$ cat config.mk
export PLATFORM = sky130hd
export DESIGN_NAME = ahb_ram_arbiter_flat
export DESIGN_NICKNAME = d
export VERILOG_FILES = /design/src/rtl/ahb_ram_arbiter_pkg.sv /design/src/rtl/ahb_ram_arbiter_if.sv /design/src/rtl/ahb_ram_arbiter_rr_pick.sv /design/src/rtl/ahb_ram_arbiter.sv /design/src/flat_wrapper.sv
export SDC_FILE = /design/constraint.sdc
export NUM_CORES = 1
export LEC_CHECK = 0
export ABC_CLOCK_PERIOD_IN_PS = 2500
export CORE_ASPECT_RATIO = 0.75
export CORE_MARGIN = 8
export CORE_UTILIZATION = 65
export CTS_BUF_LIST = sky130_fd_sc_hd__clkbuf_2
export DETAILED_ROUTE_END_ITERATION = 7
export DONT_BUFFER_PORTS = 1
export HOLD_SLACK_MARGIN = 0.08
export PLACE_DENSITY = 0.81
export SLEW_MARGIN = 20
export SYNTH_ARGS = -nofsm -noshare
export SYNTH_HDL_FRONTEND = slang
export SYNTH_SLANG_ARGS = --single-unit
$ cat constraint.sdc
create_clock -name clk -period 2.5 [get_ports clk]
set_input_delay 0.5 -clock clk [delete_from_list [all_inputs] [get_ports clk]]
set_output_delay 0.5 -clock clk [all_outputs]
set_load 0.1 [all_outputs]
$ cat src/rtl/ahb_ram_arbiter_pkg.sv
// Shared types for the two-requester AHB RAM arbiter.
package ahb_arb_pkg;

    typedef enum logic [1:0] {
        ARB_IDLE,
        ARB_ADDR,
        ARB_DATA
    } arb_state_t;

    typedef enum logic {
        M0,
        M1
    } arb_owner_t;

endpackage

$ cat src/rtl/ahb_ram_arbiter_if.sv
// Bundle of requester handshakes and the AHB RAM bus around the arbiter.
// The master modport is the arbiter's view. It is an AHB master and owns gnt/done.
// The slave modport is the surrounding environment: both cores plus ram_top.
interface ahb_ram_arbiter_if #(
    parameter int ADDR_WIDTH = 32,
    parameter int DATA_WIDTH = 32
);
    logic                  m0_req;
    logic [ADDR_WIDTH-1:0] m0_addr;
    logic                  m0_we;
    logic [DATA_WIDTH-1:0] m0_wdata;
    logic                  m0_gnt;
    logic                  m0_done;
    logic [DATA_WIDTH-1:0] m0_rdata;
    logic                  m0_err;

    logic                  m1_req;
    logic [ADDR_WIDTH-1:0] m1_addr;
    logic                  m1_we;
    logic [DATA_WIDTH-1:0] m1_wdata;
    logic                  m1_gnt;
    logic                  m1_done;
    logic [DATA_WIDTH-1:0] m1_rdata;
    logic                  m1_err;

    logic                  hsel;
    logic [ADDR_WIDTH-1:0] haddr;
    logic                  hwrite;
    logic [DATA_WIDTH-1:0] hwdata;
    logic                  hready;
    logic                  hresp;
    logic [DATA_WIDTH-1:0] hrdata;

    modport master (
        input  m0_req, m0_addr, m0_we, m0_wdata,
        output m0_gnt, m0_done, m0_rdata, m0_err,
        input  m1_req, m1_addr, m1_we, m1_wdata,
        output m1_gnt, m1_done, m1_rdata, m1_err,
        output hsel, haddr, hwrite, hwdata,
        input  hready, hresp, hrdata
    );

    modport slave (
        output m0_req, m0_addr, m0_we, m0_wdata,
        input  m0_gnt, m0_done, m0_rdata, m0_err,
        output m1_req, m1_addr, m1_we, m1_wdata,
        input  m1_gnt, m1_done, m1_rdata, m1_err,
        input  hsel, haddr, hwrite, hwdata,
        output hready, hresp, hrdata
    );

endinterface

$ cat src/rtl/ahb_ram_arbiter_rr_pick.sv
// Two-way combinational picker.
// It alternates on ties in round-robin mode.
// It favours M1 on ties in fixed-priority mode.
module ahb_rr_pick
    import ahb_arb_pkg::*;
#(
    parameter int FIXED_PRIO = 0
) (
    input  logic [1:0] req_i,
    input  arb_owner_t last_owner_i,
    output arb_owner_t winner_o,
    output logic       valid_o
);

    // Select the winner among the active requests.
    always_comb begin
        // NOTE: every output gets a default first, so no path leaves one unassigned (no latch).
        valid_o  = |req_i;
        winner_o = M0;
        case (req_i)
            2'b10:   winner_o = M1;
            2'b11: begin
                if (FIXED_PRIO != 0)        winner_o = M1;
                else if (last_owner_i == M0) winner_o = M1;
                else                         winner_o = M0;
            end
            default: winner_o = M0;
        endcase
    end

endmodule

$ cat src/rtl/ahb_ram_arbiter.sv
// Shares one non-pipelined AHB RAM port between instruction fetch (M0) and load/store (M1).
// Only one transfer is outstanding at a time.
// A timer bounds how long the DATA phase may wait for hready.
module ahb_ram_arbiter
    import ahb_arb_pkg::*;
#(
    parameter int ADDR_WIDTH  = 32,
    parameter int DATA_WIDTH  = 32,
    parameter int FIXED_PRIO  = 0,
    parameter int TIMEOUT_CYC = 16
) (
    input  logic               clk,
    input  logic               rst,
    ahb_ram_arbiter_if.master  bus
);

    localparam int            TW         = $clog2(TIMEOUT_CYC) + 1;
    localparam logic [TW-1:0] TIMER_LAST = TW'(TIMEOUT_CYC - 1);
    localparam logic [TW-1:0] TIMER_MAX  = {TW{1'b1}};

    arb_state_t            state_q, state_d;
    arb_owner_t            owner_q, owner_d;
    arb_owner_t            last_owner_q, last_owner_d;
    logic [ADDR_WIDTH-1:0] addr_q, addr_d;
    logic                  we_q, we_d;
    logic [DATA_WIDTH-1:0] wdata_q, wdata_d;
    logic [TW-1:0]         timer_q, timer_d;
    logic [1:0]            done_q, done_d;
    logic [1:0]            err_q, err_d;
    logic [DATA_WIDTH-1:0] m0_rdata_q, m0_rdata_d;
    logic [DATA_WIDTH-1:0] m1_rdata_q, m1_rdata_d;
    logic [1:0]            gnt;

    arb_owner_t winner;
    logic       pick_valid;

    ahb_rr_pick #(
        .FIXED_PRIO (FIXED_PRIO)
    ) u_pick (
        .req_i        ({bus.m1_req, bus.m0_req}),
        .last_owner_i (last_owner_q),
        .winner_o     (winner),
        .valid_o      (pick_valid)
    );

    // Compute the next state, grant, request latch, timer and response for the owner.
    always_comb begin
        state_d      = state_q;
        owner_d      = owner_q;
        last_owner_d = last_owner_q;
        addr_d       = addr_q;
        we_d         = we_q;
        wdata_d      = wdata_q;
        timer_d      = timer_q;
        done_d       = '0;
        err_d        = err_q;
        m0_rdata_d   = m0_rdata_q;
        m1_rdata_d   = m1_rdata_q;
        gnt          = '0;
        case (state_q)
            ARB_IDLE: begin
                // A done pulse still on the outputs holds off the next grant by one cycle.
                if (pick_valid && !rst && done_q == 2'b00) begin
                    if (winner == M1) begin
                        gnt[1]  = 1'b1;
                        addr_d  = bus.m1_addr;
                        we_d    = bus.m1_we;
                        wdata_d = bus.m1_wdata;
                    end else begin
                        gnt[0]  = 1'b1;
                        addr_d  = bus.m0_addr;
                        we_d    = bus.m0_we;
                        wdata_d = bus.m0_wdata;
                    end
                    owner_d      = winner;
                    last_owner_d = winner;
                    state_d      = ARB_ADDR;
                end
            end
            ARB_ADDR: begin
                timer_d = '0;
                state_d = ARB_DATA;
            end
            ARB_DATA: begin
                if (bus.hready) begin
                    if (owner_q == M1) begin
                        done_d[1]  = 1'b1;
                        err_d[1]   = bus.hresp;
                        m1_rdata_d = we_q ? '0 : bus.hrdata;
                    end else begin
                        done_d[0]  = 1'b1;
                        err_d[0]   = bus.hresp;
                        m0_rdata_d = we_q ? '0 : bus.hrdata;
                    end
                    state_d = ARB_IDLE;
                end else if (timer_q == TIMER_LAST) begin
                    // The slave never answered: report an error and give up on it.
                    if (owner_q == M1) begin
                        done_d[1]  = 1'b1;
                        err_d[1]   = 1'b1;
                        m1_rdata_d = '0;
                    end else begin
                        done_d[0]  = 1'b1;
                        err_d[0]   = 1'b1;
                        m0_rdata_d = '0;
                    end
                    state_d = ARB_IDLE;
                end else if (timer_q != TIMER_MAX) begin
                    timer_d = timer_q + 1'b1;
                end
            end
            default: state_d = ARB_IDLE;
        endcase
    end

    // Register all state; synchronous reset aborts any transfer without a done pulse.
    always_ff @(posedge clk) begin
        // NOTE: non-blocking assignments, so every register samples the pre-edge values.
        if (rst) begin
            state_q      <= ARB_IDLE;
            owner_q      <= M0;
            last_owner_q <= M1;
            addr_q       <= '0;
            we_q         <= 1'b0;
            wdata_q      <= '0;
            timer_q      <= '0;
            done_q       <= '0;
            err_q        <= '0;
            m0_rdata_q   <= '0;
            m1_rdata_q   <= '0;
        end else begin
            state_q      <= state_d;
            owner_q      <= owner_d;
            last_owner_q <= last_owner_d;
            addr_q       <= addr_d;
            we_q         <= we_d;
            wdata_q      <= wdata_d;
            timer_q      <= timer_d;
            done_q       <= done_d;
            err_q        <= err_d;
            m0_rdata_q   <= m0_rdata_d;
            m1_rdata_q   <= m1_rdata_d;
        end
    end

    assign bus.m0_gnt   = gnt[0];
    assign bus.m1_gnt   = gnt[1];
    assign bus.m0_done  = done_q[0];
    assign bus.m1_done  = done_q[1];
    assign bus.m0_err   = err_q[0];
    assign bus.m1_err   = err_q[1];
    assign bus.m0_rdata = m0_rdata_q;
    assign bus.m1_rdata = m1_rdata_q;

    assign bus.hsel   = (state_q == ARB_ADDR);
    assign bus.haddr  = (state_q == ARB_ADDR) ? addr_q : '0;
    assign bus.hwrite = (state_q == ARB_ADDR) ? we_q : 1'b0;
    assign bus.hwdata = (state_q == ARB_DATA && we_q) ? wdata_q : '0;

endmodule
$ cat src/flat_wrapper.sv
// flat-port wrapper written by rule: the top's interface ports become plain ports
module ahb_ram_arbiter_flat import ahb_arb_pkg::*;
#(
    parameter int ADDR_WIDTH  = 32,
    parameter int DATA_WIDTH  = 32,
    parameter int FIXED_PRIO  = 0,
    parameter int TIMEOUT_CYC = 16
)
  (clk, rst, bus_m0_req, bus_m0_addr, bus_m0_we, bus_m0_wdata, bus_m0_gnt, bus_m0_done, bus_m0_rdata, bus_m0_err, bus_m1_req, bus_m1_addr, bus_m1_we, bus_m1_wdata, bus_m1_gnt, bus_m1_done, bus_m1_rdata, bus_m1_err, bus_hsel, bus_haddr, bus_hwrite, bus_hwdata, bus_hready, bus_hresp, bus_hrdata);
  ahb_ram_arbiter_if #(.ADDR_WIDTH(ADDR_WIDTH), .DATA_WIDTH(DATA_WIDTH)) bus_i ();
  input  logic clk;
  input  logic rst;
  input wire logic [$bits(bus_i.m0_req)-1:0] bus_m0_req;
  input wire logic [$bits(bus_i.m0_addr)-1:0] bus_m0_addr;
  input wire logic [$bits(bus_i.m0_we)-1:0] bus_m0_we;
  input wire logic [$bits(bus_i.m0_wdata)-1:0] bus_m0_wdata;
  output wire logic [$bits(bus_i.m0_gnt)-1:0] bus_m0_gnt;
  output wire logic [$bits(bus_i.m0_done)-1:0] bus_m0_done;
  output wire logic [$bits(bus_i.m0_rdata)-1:0] bus_m0_rdata;
  output wire logic [$bits(bus_i.m0_err)-1:0] bus_m0_err;
  input wire logic [$bits(bus_i.m1_req)-1:0] bus_m1_req;
  input wire logic [$bits(bus_i.m1_addr)-1:0] bus_m1_addr;
  input wire logic [$bits(bus_i.m1_we)-1:0] bus_m1_we;
  input wire logic [$bits(bus_i.m1_wdata)-1:0] bus_m1_wdata;
  output wire logic [$bits(bus_i.m1_gnt)-1:0] bus_m1_gnt;
  output wire logic [$bits(bus_i.m1_done)-1:0] bus_m1_done;
  output wire logic [$bits(bus_i.m1_rdata)-1:0] bus_m1_rdata;
  output wire logic [$bits(bus_i.m1_err)-1:0] bus_m1_err;
  output wire logic [$bits(bus_i.hsel)-1:0] bus_hsel;
  output wire logic [$bits(bus_i.haddr)-1:0] bus_haddr;
  output wire logic [$bits(bus_i.hwrite)-1:0] bus_hwrite;
  output wire logic [$bits(bus_i.hwdata)-1:0] bus_hwdata;
  input wire logic [$bits(bus_i.hready)-1:0] bus_hready;
  input wire logic [$bits(bus_i.hresp)-1:0] bus_hresp;
  input wire logic [$bits(bus_i.hrdata)-1:0] bus_hrdata;
  assign bus_i.m0_req = bus_m0_req;
  assign bus_i.m0_addr = bus_m0_addr;
  assign bus_i.m0_we = bus_m0_we;
  assign bus_i.m0_wdata = bus_m0_wdata;
  assign bus_m0_gnt = bus_i.m0_gnt;
  assign bus_m0_done = bus_i.m0_done;
  assign bus_m0_rdata = bus_i.m0_rdata;
  assign bus_m0_err = bus_i.m0_err;
  assign bus_i.m1_req = bus_m1_req;
  assign bus_i.m1_addr = bus_m1_addr;
  assign bus_i.m1_we = bus_m1_we;
  assign bus_i.m1_wdata = bus_m1_wdata;
  assign bus_m1_gnt = bus_i.m1_gnt;
  assign bus_m1_done = bus_i.m1_done;
  assign bus_m1_rdata = bus_i.m1_rdata;
  assign bus_m1_err = bus_i.m1_err;
  assign bus_hsel = bus_i.hsel;
  assign bus_haddr = bus_i.haddr;
  assign bus_hwrite = bus_i.hwrite;
  assign bus_hwdata = bus_i.hwdata;
  assign bus_i.hready = bus_hready;
  assign bus_i.hresp = bus_hresp;
  assign bus_i.hrdata = bus_hrdata;
  ahb_ram_arbiter #(.ADDR_WIDTH(ADDR_WIDTH), .DATA_WIDTH(DATA_WIDTH), .FIXED_PRIO(FIXED_PRIO), .TIMEOUT_CYC(TIMEOUT_CYC)) u_core (.clk(clk), .rst(rst), .bus(bus_i));
endmodule
==> results of run 1 <==
==> timing repair <==
action | 4_1_cts
setup buffers | 3
hold buffers | 103
endpoints found under the setup margin | 68
hold endpoints to repair | 141
gates cloned | 3
gates resized for setup | 35
==> stage by stage <==
stage	area, sq um	instances
global placement	8540	1035
CTS	10100	1176
floorplan	6970	860
detailed placement	8540	1035
==> synth_stat cells (4+ instances only) <==
library cell	count	area [sq um]
nand2_1	132	495
a311oi_1	65	569
and2_1	33	206
buf_1	12	45.0
and3b_1	32	280
dfxtp_1	142	2840
nor4b_1	4	35.0
clkbuf_1	74	278
a21oi_1	134	671
and3_1	34	213
o31ai_1	66	495
nand4_1	64	400
buf_2	26	130
==> logic make-up after synthesis <==
kind of cell / Yosys count / share of synthesized area [%]
AOI/OAI and AO/OA: 277 / 26.3
adders and majority gates: 3 / 0.539
buffers and inverters: 119 / 6.99
DFF: 142 / 40.8
and+or+nand+nor: 319 / 25.3
==> flow_metrics.py, run 1 <==
metrics = {
    "status": {
        "status": "stopped before the end",
        "haltStage": "global routing (5_1_grt)",
        "error_line": "[ERROR DPL-0038] Utilization greater than 100%, impossible to legalize",
    },
    "placed_design": {
        "dp_hpwl_um": 17500,
        "dp_slack_ns": 0.202,
        "routabilityCongestion": 0.850,
        "portBuffers": 0,
    },
    "sta": {
        "worst_endpoint": "bus_hwdata[11]",
        "worst_path_end_type": "primary output",
    },
    "yosys": {
        "synth-seq-cells": 142,
        "async_flop_share_pct": 0,
        "netlist_area_sq_mm": 0.00696,
        "synth-edff-count": 0,
        "yosysUniqueCellTypes": 36,
        "synthCells": 860,
        "synth_warnings": 0,
        "syn_avg_cell_area_sq_um": 8.10,
        "synth.net_count": 1031,
        "ys_seq_area_share_pct": 40.8,
        "synth_ff_type": "dfxtp_1",
    },
    "clock_network": {
        "clockBufferDepth": 2,
        "cts_inserted_buffers": 17,
        "htree_levels": 4,
        "clock_sinks": 142,
        "ctsRootBufferMaster": "clkbuf_2",
    },
    "floorplan": {
        "initial_core_util_pct": 67.1,
        "ioPinCount": 304,
        "die_h_um": 106,
        "die_x_um": 136,
        "row_count": 32,
    },
    "grt": {
        "grt_max_degree": 77,
    },
}
==> run 2: changes to the inputs <==
--- a/config.mk
+++ b/config.mk
@@ -6,14 +6,11 @@
 export NUM_CORES = 1
 export LEC_CHECK = 0
 export ABC_CLOCK_PERIOD_IN_PS = 2500
-export CORE_ASPECT_RATIO = 0.75
 export CORE_MARGIN = 8
-export CORE_UTILIZATION = 65
-export CTS_BUF_LIST = sky130_fd_sc_hd__clkbuf_2
+export CORE_UTILIZATION = 40
 export DETAILED_ROUTE_END_ITERATION = 7
 export DONT_BUFFER_PORTS = 1
-export HOLD_SLACK_MARGIN = 0.08
-export PLACE_DENSITY = 0.81
+export PLACE_DENSITY_LB_ADDON = 0.15
 export SLEW_MARGIN = 20
 export SYNTH_ARGS = -nofsm -noshare
 export SYNTH_HDL_FRONTEND = slang
==> run 2 against run 1 <==
Against the previous run:
- the run now ends clean
- synthesized cell count unchanged
- synthesized area unchanged
==> flow_metrics.py, run 2 <==
metrics = {
    "detailed_routing": {
        "drc": 0,
        "drt-total-wl_um": 25600,
        "vias_per_cell": 6.13,
        "postRouteAntennaNets": 0,
        "drt_iter0_drc": 497,
        "wire_per_inst_um": 22.0,
        "first_pass_iters": 4,
        "vias": 7119,
    },
    "clock_network": {
        "htree_levels": 4,
        "ctsRootBufferMaster": "clkbuf_16",
        "clockBufferDepth": 2,
        "cts.clk_slew.worst_paths_ns": 0.06,
        "cts_tree": "built",
        "cts_inserted_buffers": 17,
        "clk-insertion-delay-late_ns": 0.42,
        "clock_sinks": 142,
    },
    "sta": {
        "hold_ws_ns": 0.166,
        "timing.slew.headroom_pct": 48.5,
        "min_period_ns": 2.34,
        "hold_viol": 0,
        "slew_violations": 0,
        "worst_pin_slew_ns": 0.773,
        "finalSetupTns_ns": 0,
        "period_share_pct": 93.6,
        "max_freq_mhz": 427,
        "finalClockSkew_ns": 0.00925,
        "final-setup-viol-count": 0,
        "grt_setup_unrepaired": "no",
    },
    "grt": {
        "overflow": 0,
        "antenna_found_initial": 1,
        "grt_max_degree": 145,
        "grt_pass1_wl_um": 38800,
        "grt_pass1_vias": 6949,
        "track_usage_pct": 22.0,
    },
    "layout": {
        "areaGrowthSynthToFinish_pct": 36.5,
        "utilization_pct": 55.3,
        "drive_above_1_share_pct": 22.5,
        "fin_nets": 1092,
        "final_common_cell": "dfxtp_1",
        "fin_area_sq_mm": 0.00950,
        "layout_common_cells": "139 x dfxtp_1, 134 x a21oi_1, 132 x nand2_1",
    },
    "yosys": {
        "yosys-top-cells-area": "dfxtp_1 41%, a21oi_1 9.6%, a311oi_1 8.2%",
        "synth_common_cells": "142 x dfxtp_1, 134 x a21oi_1, 132 x nand2_1, 74 x clkbuf_1, 66 x o31ai_1",
        "yosysUniqueCellTypes": 36,
        "synth_top_area_share_pct": 40.8,
        "async_flop_share_pct": 0,
        "yosysMostFrequentCell": "dfxtp_1",
        "synth_ff_type": "dfxtp_1",
        "synth-seq-cells": 142,
        "syn_avg_cell_area_sq_um": 8.10,
        "synth.net_count": 1031,
        "synth_top_cell_by_area": "dfxtp_1",
        "synth-edff-count": 0,
        "netlist_area_sq_mm": 0.00696,
        "synthCells": 860,
        "synth_warnings": 0,
        "ys_seq_area_share_pct": 40.8,
    },
    "pwr": {
        "power_frac_comb_pct": 17.3,
        "sequentialPowerShare_pct": 39.2,
        "ir_drop_mv": 0.461,
        "internal_power_mw": 4.46,
        "power.switching_mw": 1.86,
        "p_leak_nw": 3.66,
        "swShare_pct": 29.4,
        "power_frac_clock_pct": 43.5,
        "power_density_mw_per_mm2": 665,
    },
    "floorplan": {
        "dieArea_sq_mm": 0.0219,
        "coreArea_sq_mm": 0.0172,
        "row_count": 48,
        "die_x_um": 148,
        "initial_core_util_pct": 40.5,
        "ioPinCount": 304,
        "die_h_um": 148,
    },
    "flow_run": {
        "drv_cap": 0,
    },
    "status": {
        "status": "completed",
    },
    "critical_path": {
        "setup.worst_path.end_class": "primary output",
        "path_class": "reg2out",
        "crit_arrival_ns": 1.84,
        "rr_worst_depth": 6,
        "crit_required_ns": 2.00,
        "path_max_fanout": 36,
        "cp-start-kind": "flop",
    },
    "placed_design": {
        "portBuffers": 0,
        "routabilityCongestion": 0.811,
        "place_area_sq_mm": 0.00884,
        "dp_hpwl_um": 17200,
    },
    "hold_path": {
        "min_path_cells": 1,
        "hp-class": "in2reg",
    },
}
[run 2: routing by layer]
metal,GRT usage [%],wire (um),up-vias
met5,0,0,-
met2,36.5,12600,315
met3,8.90,2710,21
li1,-,-,3321
met1,25.2,9940,3462
met4,7.50,283,0
[run 2: worst paths after layout]
check,start,end,slack (ns)
max,u_core.state_q[1]$_SDFFE_PP0P_,bus_haddr[25],0.16
min,rst,u_core.addr_q[8]$_SDFFE_PP0P_,0.17
max reg2reg,u_core.timer_q[0]$_SDFFE_PP0P_,u_core.timer_q[3]$_SDFFE_PP0P_,0.17
min reg2reg,u_core.bus.m1_rdata[28]$_SDFFE_PP0P_,u_core.bus.m1_rdata[28]$_SDFFE_PP0P_,0.47
[run 2: worst max-delay path, cell delays in order, from the launching register on]
cell and delay (ns):
dfxtp_1 0.51, nand2b_1 0.31, inv_6 0.16, and2_2 0.26
buf_12 0.17
[run 2: power by group through the flow]
stage | Sequential (mW) | Clock (mW) | Combinational, mW
after CTS | 2.47 | 2.80 | 1.09
after global placement | 2.52 | 0 | 1.07
after floorplan | 2.55 | 0 | 0.792
after global routing | 2.49 | 2.90 | 1.17
final | 2.48 | 2.75 | 1.09
after detailed placement | 2.52 | 0 | 1.09
[run 2: layout make-up]
class,instances,area (sq um)
Clock buffer,20,457
Multi-Input combinational cell,599,3670
Inverter,5,23.8
Sequential cell,142,2850
Timing Repair Buffer,156,2030
Tap cell,225,282
Clock inverter,12,184
Antenna cell,2,5.00
Fill cell,1577,7670
[run 2: timing repair]
item | in CTS | in global routing
setup endpoints to repair | 34 | 57
cloned | 0 | 0
pin swaps | 0 | 0
hold buffers | 0 | 0
resized for setup | 1 | 2
buffers inserted | 0 | 1
[run 2: per-stage QoR]
stage | total power [mW] | cells | setup slack, ns
floorplan | 3.34 | 860 | -0.0910
global placement | 3.58 | 1126 | 0.310
detailed placement | 3.61 | 1126 | 0.202
CTS | 6.36 | 1158 | 0.0105
global route | 6.56 | 1160 | 0.0670
finish | 6.32 | 1161 | 0.161
[run 2: kinds of logic after synthesis]
kind of cell             count (synthesis)  synth area share, %
buffers and inverters                  119                 6.99
adder cells (fa/ha/maj)                  3                0.539
flip-flops                             142                 40.8
AO/OA/AOI/OAI                          277                 26.3
AND/OR/NAND/NOR                        319                 25.3
No activity file was read; power rests on OpenSTA's default activity.
